--- src/rtl/hazard_control_unit.sv ---
// rtl/hazard_control_unit.sv - load-use / branch / memory-wait hazard control with timeout FSM
// Freezes, stalls and bubbles the pipe; counts stall cycles with saturation.
module hazard_control_unit #(
  parameter int MAX_WAIT = 8,
  parameter int CNT_W    = 16
) (
  input  logic             clk,
  input  logic             rst,
  input  logic [1:0]       if_id_ra,
  input  logic [1:0]       if_id_rb,
  input  logic             if_id_uses_ra,
  input  logic             if_id_uses_rb,
  input  logic             id_ex_mem_read,
  input  logic [1:0]       id_ex_reg_dest,
  input  logic             ex_branch_taken,
  input  logic             dmem_req,
  input  logic             dmem_ready,
  output logic             pc_write_en,
  output logic             if_id_write_en,
  output logic             if_id_flush,
  output logic             id_ex_flush,
  output logic             ex_mem_hold,
  output logic             mem_timeout,
  output logic [CNT_W-1:0] stall_count,
  output logic [1:0]       hz_state
);

  typedef enum logic [1:0] {
    RUN      = 2'b00,
    MEM_WAIT = 2'b01,
    TIMEOUT  = 2'b10
  } state_t;

  localparam logic [7:0] MAX_WAIT_V = 8'(MAX_WAIT);

  state_t     state, state_nxt;
  logic [7:0] wait_cnt, wait_cnt_nxt;
  logic       mem_stall;
  logic       load_use;

  assign mem_stall = dmem_req & ~dmem_ready;
  assign load_use  = id_ex_mem_read &
                     ((if_id_uses_ra & (id_ex_reg_dest == if_id_ra)) |
                      (if_id_uses_rb & (id_ex_reg_dest == if_id_rb)));
  assign hz_state  = state;

  always_ff @(posedge clk) begin
    if (rst) begin
      state       <= RUN;
      wait_cnt    <= 8'd0;
      stall_count <= '0;
    end else begin
      state    <= state_nxt;
      wait_cnt <= wait_cnt_nxt;
      if (!pc_write_en && (stall_count != {CNT_W{1'b1}}))
        stall_count <= stall_count + CNT_W'(1);
    end
  end

  always_comb begin
    state_nxt      = state;
    wait_cnt_nxt   = wait_cnt;
    pc_write_en    = 1'b1;
    if_id_write_en = 1'b1;
    if_id_flush    = 1'b0;
    id_ex_flush    = 1'b0;
    ex_mem_hold    = 1'b0;
    mem_timeout    = 1'b0;

    case (state)
      RUN: begin
        if (mem_stall) begin
          state_nxt    = MEM_WAIT;
          wait_cnt_nxt = 8'd1;
        end
      end
      MEM_WAIT: begin
        if (!mem_stall) begin
          state_nxt    = RUN;
          wait_cnt_nxt = 8'd0;
        end else if (wait_cnt == MAX_WAIT_V) begin
          state_nxt = TIMEOUT;
        end else begin
          wait_cnt_nxt = wait_cnt + 8'd1;
        end
      end
      TIMEOUT: ;
      default: begin
        state_nxt    = RUN;
        wait_cnt_nxt = 8'd0;
      end
    endcase

    // Branch wins over load-use: the dependent consumer is flushed anyway.
    if (state == TIMEOUT) begin
      pc_write_en    = 1'b0;
      if_id_write_en = 1'b0;
      ex_mem_hold    = 1'b1;
      mem_timeout    = 1'b1;
    end else if (mem_stall) begin
      pc_write_en    = 1'b0;
      if_id_write_en = 1'b0;
      ex_mem_hold    = 1'b1;
    end else if (ex_branch_taken) begin
      if_id_flush = 1'b1;
      id_ex_flush = 1'b1;
    end else if (load_use) begin
      pc_write_en    = 1'b0;
      if_id_write_en = 1'b0;
      id_ex_flush    = 1'b1;
    end

    if (rst) begin
      pc_write_en    = 1'b0;
      if_id_write_en = 1'b0;
      if_id_flush    = 1'b1;
      id_ex_flush    = 1'b1;
      ex_mem_hold    = 1'b0;
      mem_timeout    = 1'b0;
    end
  end

endmodule

--- config.mk ---
export PLATFORM = sky130hd
export DESIGN_NAME = hazard_control_unit
export DESIGN_NICKNAME = d
export VERILOG_FILES = /design/src/rtl/hazard_control_unit.sv
export SDC_FILE = /design/constraint.sdc
export NUM_CORES = 1
export LEC_CHECK = 0
export ABC_AREA = 0
export BUFFER_PORTS_ARGS = -buffer_cell sky130_fd_sc_hd__clkbuf_2
export CORE_UTILIZATION = 50
export DETAILED_ROUTE_END_ITERATION = 12
export PLACE_DENSITY = 0.75
export SLEW_MARGIN = 20
export SYNTH_ARGS = -nofsm -noshare
export SYNTH_HDL_FRONTEND = slang
export SYNTH_SLANG_ARGS = --single-unit
export TNS_END_PERCENT = 10
--- constraint.sdc ---
create_clock -name clk -period 5.17 [get_ports clk]
set_clock_uncertainty 0.1 [all_clocks]
set_input_delay 0.2585 -clock clk [delete_from_list [all_inputs] [get_ports clk]]
set_output_delay 0.2585 -clock clk [all_outputs]
set_load 0.05 [all_outputs]
==> key figures, run 1 <==
Status
  • Status: finished, violations left
  • Failing checks: design-rule violations

Placed design
  • DP HPWL: 2271 µm
  • Pre-CTS setup slack: 2.893 ns
  • Port bufs: 37
  • Cell Area, Placed: 1692 µm²
  • GPL Wtd Cong: 0.8001

Routing
  • 1st-iter DRT viols: 73
  • Via density per instance: 5.861
  • Drt total wl: 3228 µm
  • # DRC: 4
  • Total number of vias: 1395
  • Routed Antenna Nets: 0
  • 1st-pass router iterations: 8
  • DR WL/cell: 13.56 µm

Clock tree
  • CTS HTree Levels: 1
  • CTS root buffer: clkbuf_4
  • Clock Latency Late Sink: 0.32 ns
  • Num CTS Buffers: 3
  • CTS tree: done
  • Cts repair resizes: 0
  • Post-cts hold buffer count: 0
  • Clock slew at reported path FFs: 0.14 ns
  • Clock sink count: 26
  • Largest buffer count on any clock path: 2
  • Post-CTS setup buffer count: 0

STA
  • Highest Clock Rate: 377.4 MHz
  • Final worst-path cycle share: 51.25%
  • Slew headroom: 49.01%
  • Final setup fails: 0
  • Worst-margin pin slew: 0.7623 ns
  • Final slew viol count: 0
  • Final worst-path setup slack: 2.521 ns
  • Min Tclk post-route: 2.649 ns
  • Hold slack: 0.2719 ns
  • Final Hold Fails: 0
  • RSZ-0062 raised after global routing: no
  • Setup TNS Final: 0 ns

Critical path
  • Crit path DAT: 2.29 ns
  • WS Path Type: flip-flop to output pin
  • Worst-path fanout max: 33
  • Crit-path slowest cell: dfxtp_1
  • Critical Path Max Stage Delay: 0.61 ns
  • Crit-path cells: nand2b_4 > a21boi_1 > and4b_4 > clkbuf_2
  • CP endpoint kind: output pin
  • WP buf/inv: 1
  • CP required: 4.81 ns
  • Critical path's top delay family: simple AND/OR/NAND/NOR gates
  • CP Launch Type: flip-flop

Pwr
  • Clk pwr share: 27.9%
  • Switching part of the total: 28.46%
  • P_leak: 0.6863 nW
  • Worst vdd ir: 0.1646 mV
  • Gate power share: 16.5%
  • Reg power frac: 55.7%
  • Internal Power: 267.0 µW
  • Pwr Density: 216.0 nW/µm²
  • Psw: 106.2 µW

Die
  • I/O pins: 38
  • Initial cell density of the core: 54.22%
  • Core box area: 2829 µm²
  • Die H: 57.39 µm
  • Die Area: 3294 µm²
  • Die Wd: 57.39 µm
  • Std-Cell Rows: 19

Logic synthesis
  • Synthesized net count: 195
  • Mapped Cells: 178
  • Post-Synth Simple-Gate Area: 31.57%
  • Async SR Flop Fraction: 0%
  • FF+latch count, synth: 26
  • EDFF count, synth: 0
  • Main synth FF type: dfxtp_1
  • Synth Area per Inst: 8.618 µm²
  • Mux contribution to synthesized area: 1.468%
  • Post-Syn Area: 1534 µm²
  • Synth Area in Compound Gates: 17.54%
  • XOR/XNOR share of the synthesized area: 7.259%
  • Synth Area in Adders: 2.447%
  • Combinational family with the most area after synthesis: simple AND/OR/NAND/NOR gates
  • Warning count from the yosys run: 0
  • Register area share after synthesis: 33.93%
  • Number of unique standard cell types used by synthesis: 43

Final layout
  • Area grow syn2layout: 12.64%
  • Diode count: 0
  • Fillers: 242
  • Storage cell area: 520.5 µm²
  • Final Cell Area: 1728 µm²
  • Area of the multi-input gates: 924.6 µm²
  • Layout cells sized above 1: 26.57%
  • Finished Core Util: 61.08%
  • Nets@finish: 225

Worst hold path
  • Worst Hold Class: input pin to flip-flop

GRT
  • Vias in the first global route: 1172
  • Pin count of the biggest net entering global routing: 34
  • Antenna violations before repair: 0
  • First-pass GRT wire length: 5037 µm
  • Total gr overflow: 0
  • Total GRT Usage: 19.36%

Flow run
  • Max-cap violations: 0
==> metrics by stage <==
step	power (mW)	std cells
2_1_floorplan	0.2596	178
3_5_place_dp	0.2734	234
3_3_place_gp	0.2714	234
4_1_cts	0.3770	238
5_1_grt	0.3895	238
6_report	0.3732	238
==> layer usage <==
| metal | wire length (µm) | track usage [%] | part of all wire [%] | vias up |
|---|---|---|---|---|
| met2 | 1499 | 31.40 | 46 | 39 |
| met3 | 158 | 2.268 | 4.9 | 2 |
| li1 | - | - | - | 724 |
| met4 | 24 | 9.756 | 0.74 | 0 |
| met5 | 0 | 0 | 0 | - |
| met1 | 1546 | 25.39 | 48 | 630 |
==> area by class of cell <==
| class | instances | share of cell area (%) |
|---|---|---|
| multi-input combinational | 135 | 53.51 |
| sequential | 26 | 30.12 |
| timing repair buffer | 38 | 11.15 |
| inverter | 4 | 0.8689 |
| tap | 31 | 2.245 |
| clock buffer | 4 | 2.100 |
==> power by group through the flow <==
stage,logic (mW),clock network [mW],registers [mW]
after floorplan,0.0411,0,0.218
after global placement,0.0598,0,0.212
after detailed placement,0.0613,0,0.212
after CTS,0.0618,0.107,0.208
after global routing,0.0662,0.115,0.208
final,0.0614,0.104,0.208
==> logic make-up after synthesis <==
group	Yosys count
multiplexers	2
AND/OR/NAND/NOR	77
adder cells (fa/ha/maj)	3
AO/OA/AOI/OAI	42
XOR/XNOR	11
flip-flops	26
buffers and inverters	17
==> worst paths after layout <==
kind / from / endpoint / slack, ns / cells past startpoint
worst max-delay path: hz_state[0]$_SDFFE_PP0P_ / pc_write_en / 2.52 / 4
worst min register to register: stall_count[1]$_SDFFE_PP0P_ / stall_count[1]$_SDFFE_PP0P_ / 0.42 / 2
worst min-delay path: dmem_ready / hz_state[0]$_SDFFE_PP0P_ / 0.27 / 5
worst max register to register: hz_state[0]$_SDFFE_PP0P_ / stall_count[10]$_SDFFE_PP0P_ / 2.95 / 5
==> sequential cells by signal, summed over array words and instances, names as in the netlist <==
| signal | count |
|---|---|
| stall_count | 16 |
| hz_state | 2 |
| wait_cnt | 8 |
==> layout by cell type, fill, tap and decap left out, types with 3 or more instances in the layout <==
cell type  instances
nor2_1            14
o21ai_0            5
clkbuf_2          37
dfxtp_1           26
nand4_1            5
ha_1               3
xor2_1             4
nand2b_1           5
nor3b_1            3
nor3_1             3
and3_1             4
a21oi_1           16
or4_1             10
inv_1              4
xnor2_1            5
clkbuf_4           3
nand3_1            9
o31ai_1           12
nand2_1            7
==> tightest hold or removal path, cell delays in order <==
cell      delay (ns)
clkbuf_2        0.09
nor3b_1         0.04
buf_4           0.17
nand2b_1        0.07
a21oi_1         0.04
==> synthesized netlist by cell type (4+ instances only) <==
cell type / instances / area share (%)
clkbuf_1: 7 / 1.7
or4_1: 10 / 4.9
xnor2_1: 5 / 2.9
and3_1: 4 / 1.6
nor2_1: 14 / 3.4
o31ai_1: 12 / 5.9
inv_1: 4 / 0.98
o21ai_0: 5 / 1.6
nand2_1: 7 / 1.7
dfxtp_1: 26 / 34
nand2b_1: 5 / 2.0
nand3_1: 9 / 2.9
a21oi_1: 16 / 5.2
xor2_1: 4 / 2.3
nand4_1: 5 / 2.0
No activity file was read; power rests on OpenSTA's default activity.
==> inputs of run 2 (changes only) <==
clock period = 2.77 ns   (was 5.17 ns; I/O delays follow)
==> run 2 against run 1 <==
- the flow still finishes with violations (design-rule violations)
- routed wire length is essentially flat
- cell area increased by 2.2%
- via count rose by 2.2%
- sequential share of layout area is 0.66 points lower
- worst hold slack worse by 0.12 ns
- die area unchanged
- sequential cell count unchanged
- clock power rose to 2.5 times the previous value
- count of clock-buffer cells in the layout fell by 1
- cell count grew 1.3%
- utilization is 1.4 points higher
- global-route usage is 0.43 points higher
==> key figures, run 2 (synthesized netlist as in run 1, its figures left out) <==
Worst hold path
  • Worst Hold Class: input pin to flip-flop
  • HP Start: rst
  • Hold Path Depth: 3 (-2)
  • Hold path endpoint: wait_cnt[1]$_SDFFE_PP0P_

Clock tree
  • Cts repair resizes: 0 (unchanged)
  • CTS root buffer: clkbuf_4
  • Post-CTS setup buffer count: 0 (unchanged)
  • Post-cts hold buffer count: 0 (unchanged)
  • Largest buffer count on any clock path: 2 (unchanged)
  • CTS HTree Levels: 1 (unchanged)
  • CTS tree: done
  • Num CTS Buffers: 3 (unchanged)
  • Clock Latency Late Sink: 0.33 ns (about the same)
  • Clock sink count: 26 (unchanged)
  • Clock slew at reported path FFs: 0.15 ns (about the same)

Critical path
  • CP required: 2.53 ns (-2.28 ns)
  • Worst R2R Setup Slack: 0.70 ns (-2.25 ns)
  • Reg2reg start: hz_state[0]$_SDFFE_PP0P_
  • Crit-path slowest cell: and4b_4
  • WP buf/inv: 2 (+1)
  • Crit path DAT: 2.10 ns (-0.19 ns)
  • Crit-path cells: buf_4 > nand2b_4 > a21boi_1 > and4b_4 > clkbuf_2
  • Worst-path fanout max: 33 (unchanged)
  • Critical path depth: 5 (+1)
  • Reg-to-reg critical path endpoint: stall_count[10]$_SDFFE_PP0P_
  • Critical path's top delay family: simple AND/OR/NAND/NOR gates
  • Critical Path Max Stage Delay: 0.51 ns (-0.10 ns)
  • Worst R2R Path Depth: 6 (+1)
  • CP Launch Type: flip-flop
  • CP endpoint kind: output pin
  • WS Path Type: flip-flop to output pin

Routing
  • DR WL/cell: 13.39 µm (-1.3%)
  • # DRC: 4 (unchanged)
  • 1st-pass router iterations: 8 (unchanged)
  • Drt total wl: 3227 µm (about the same)
  • Via density per instance: 5.913 (+0.88%)
  • Total number of vias: 1425 (+2.2%)
  • 1st-iter DRT viols: 60 (-18%)
  • Routed Antenna Nets: 0 (unchanged)

GRT
  • First-pass GRT wire length: 5168 µm (+2.6%)
  • Vias in the first global route: 1221 (+4.2%)
  • Total GRT Usage: 19.79% (+0.43 points)
  • Pin count of the biggest net entering global routing: 34 (unchanged)
  • Total gr overflow: 0 (unchanged)
  • Antenna violations before repair: 0 (unchanged)

Pwr
  • Pwr Density: 433.6 nW/µm² (+100%)
  • Worst vdd ir: 0.3618 mV (+120%)
  • Final Power: 766.0 µW (+110%)
  • P_leak: 0.7089 nW (+3.3%)

Final layout
  • Most frequent cells in the layout: clkbuf_2 (37), dfxtp_1 (26), a21oi_1 (16), nor2_1 (14), o31ai_1 (12)
  • Layout Cells excl Fill: 241 (+1.3%)
  • Most common cell after layout, fill and taps aside: clkbuf_2
  • Area grow syn2layout: 15.17%
  • Max reg flops: 16 (unchanged)
  • Fillers: 250 (+3.3%)
  • Diode count: 0 (unchanged)
  • Layout cells sized above 1: 27.62% (+1.0 points)
  • Largest Register: stall_count
  • Nets@finish: 228 (+1.3%)

Flow run
  • Max-cap violations: 0 (unchanged)

STA
  • Worst-margin pin slew: 0.3436 ns (-0.4187 ns)
  • Final worst-path setup slack: 0.4281 ns (-2.092 ns)
  • Final slew viol count: 0 (unchanged)
  • Setup TNS Final: 0 ns (unchanged)
  • Hold slack: 0.1565 ns (-0.1153 ns)
  • Min Tclk post-route: 2.342 ns
  • Highest Clock Rate: 427.0 MHz
  • Slew headroom: 77.09% (+28 points)
  • Final Hold Fails: 0 (unchanged)
  • Final worst-path cycle share: 84.55%
  • Final setup fails: 0 (unchanged)
  • RSZ-0062 raised after global routing: no

Die
  • Initial cell density of the core: 54.22% (unchanged)
  • Die H: 57.39 µm (unchanged)
  • Die Area: 3294 µm² (unchanged)
  • I/O pins: 38 (unchanged)
  • Core box area: 2829 µm² (unchanged)
  • Std-Cell Rows: 19 (unchanged)
  • Die Wd: 57.39 µm (unchanged)

Status
  • Status: finished, violations left
  • Failing checks: design-rule violations

Placed design
  • Port bufs: 37 (unchanged)
  • GPL Wtd Cong: 0.7401 (-7.5%)
  • DP HPWL: 2339 µm (+3.0%)
  • Dpl cells: 237 (+1.3%)
  • Pre-CTS setup slack: 0.7106 ns (-2.183 ns)
-- run 2: changes by cell type in the layout (fill, tap and decap cells not counted) --
cell | previous run | this run
buf_4 | 1 | 4
bufinv_16 | 0 | 1
clkbuf_8 | 1 | 0
-- run 2: layout make-up --
class	instances	area [µm²]	share of cell area, %
well taps	31	38.79	2.195
clock buffers	3	22.52	1.275
flip-flops and latches	26	520.5	29.46
inverters	4	15.01	0.8499
clock inverters	1	30.03	1.700
repair buffers	41	215.2	12.18
multi-input cells	135	924.6	52.34
-- run 2: worst max-delay path by stage --
stage                                         from                           end  slack [ns]
after floorplan           hz_state[0]$_SDFFE_PP0P_                   pc_write_en        0.42
after global placement    hz_state[0]$_SDFFE_PP0P_  stall_count[10]$_SDFFE_PP0P_        0.81
after detailed placement  hz_state[0]$_SDFFE_PP0P_  stall_count[10]$_SDFFE_PP0P_        0.71
after CTS                 hz_state[0]$_SDFFE_PP0P_                   pc_write_en        0.41
after global routing      hz_state[0]$_SDFFE_PP0P_                if_id_write_en        0.28
final                     hz_state[0]$_SDFFE_PP0P_                   pc_write_en        0.43
-- run 2: worst min-delay path: stages --
cell      delay [ns]
clkbuf_2        0.09
buf_4           0.22
nor2_1          0.12
-- run 2: stage by stage --
stage	util, %	area, µm²
2_1_floorplan	-	1534
3_3_place_gp	60.59	1714
3_5_place_dp	60.59	1714
4_1_cts	62.45	1767
5_1_grt	62.45	1767
6_report	62.45	1767
-- run 2: power breakdown --
group | leakage (nW) | switching (mW) | internal (mW) | total (mW)
Clock | 0.0279 | 0.114 | 0.146 | 0.261
Combinational | 0.471 | 0.0793 | 0.0401 | 0.119
Sequential | 0.210 | 0.00628 | 0.380 | 0.386
Total | 0.709 | 0.200 | 0.566 | 0.766
-- run 2: routing by layer --
layer	up-vias	GRT usage (%)	routed length [µm]
met5	-	0	0
met4	0	6.272	36
met3	4	3.855	207
met2	45	33.55	1523
met1	656	25.28	1460
li1	720	-	-
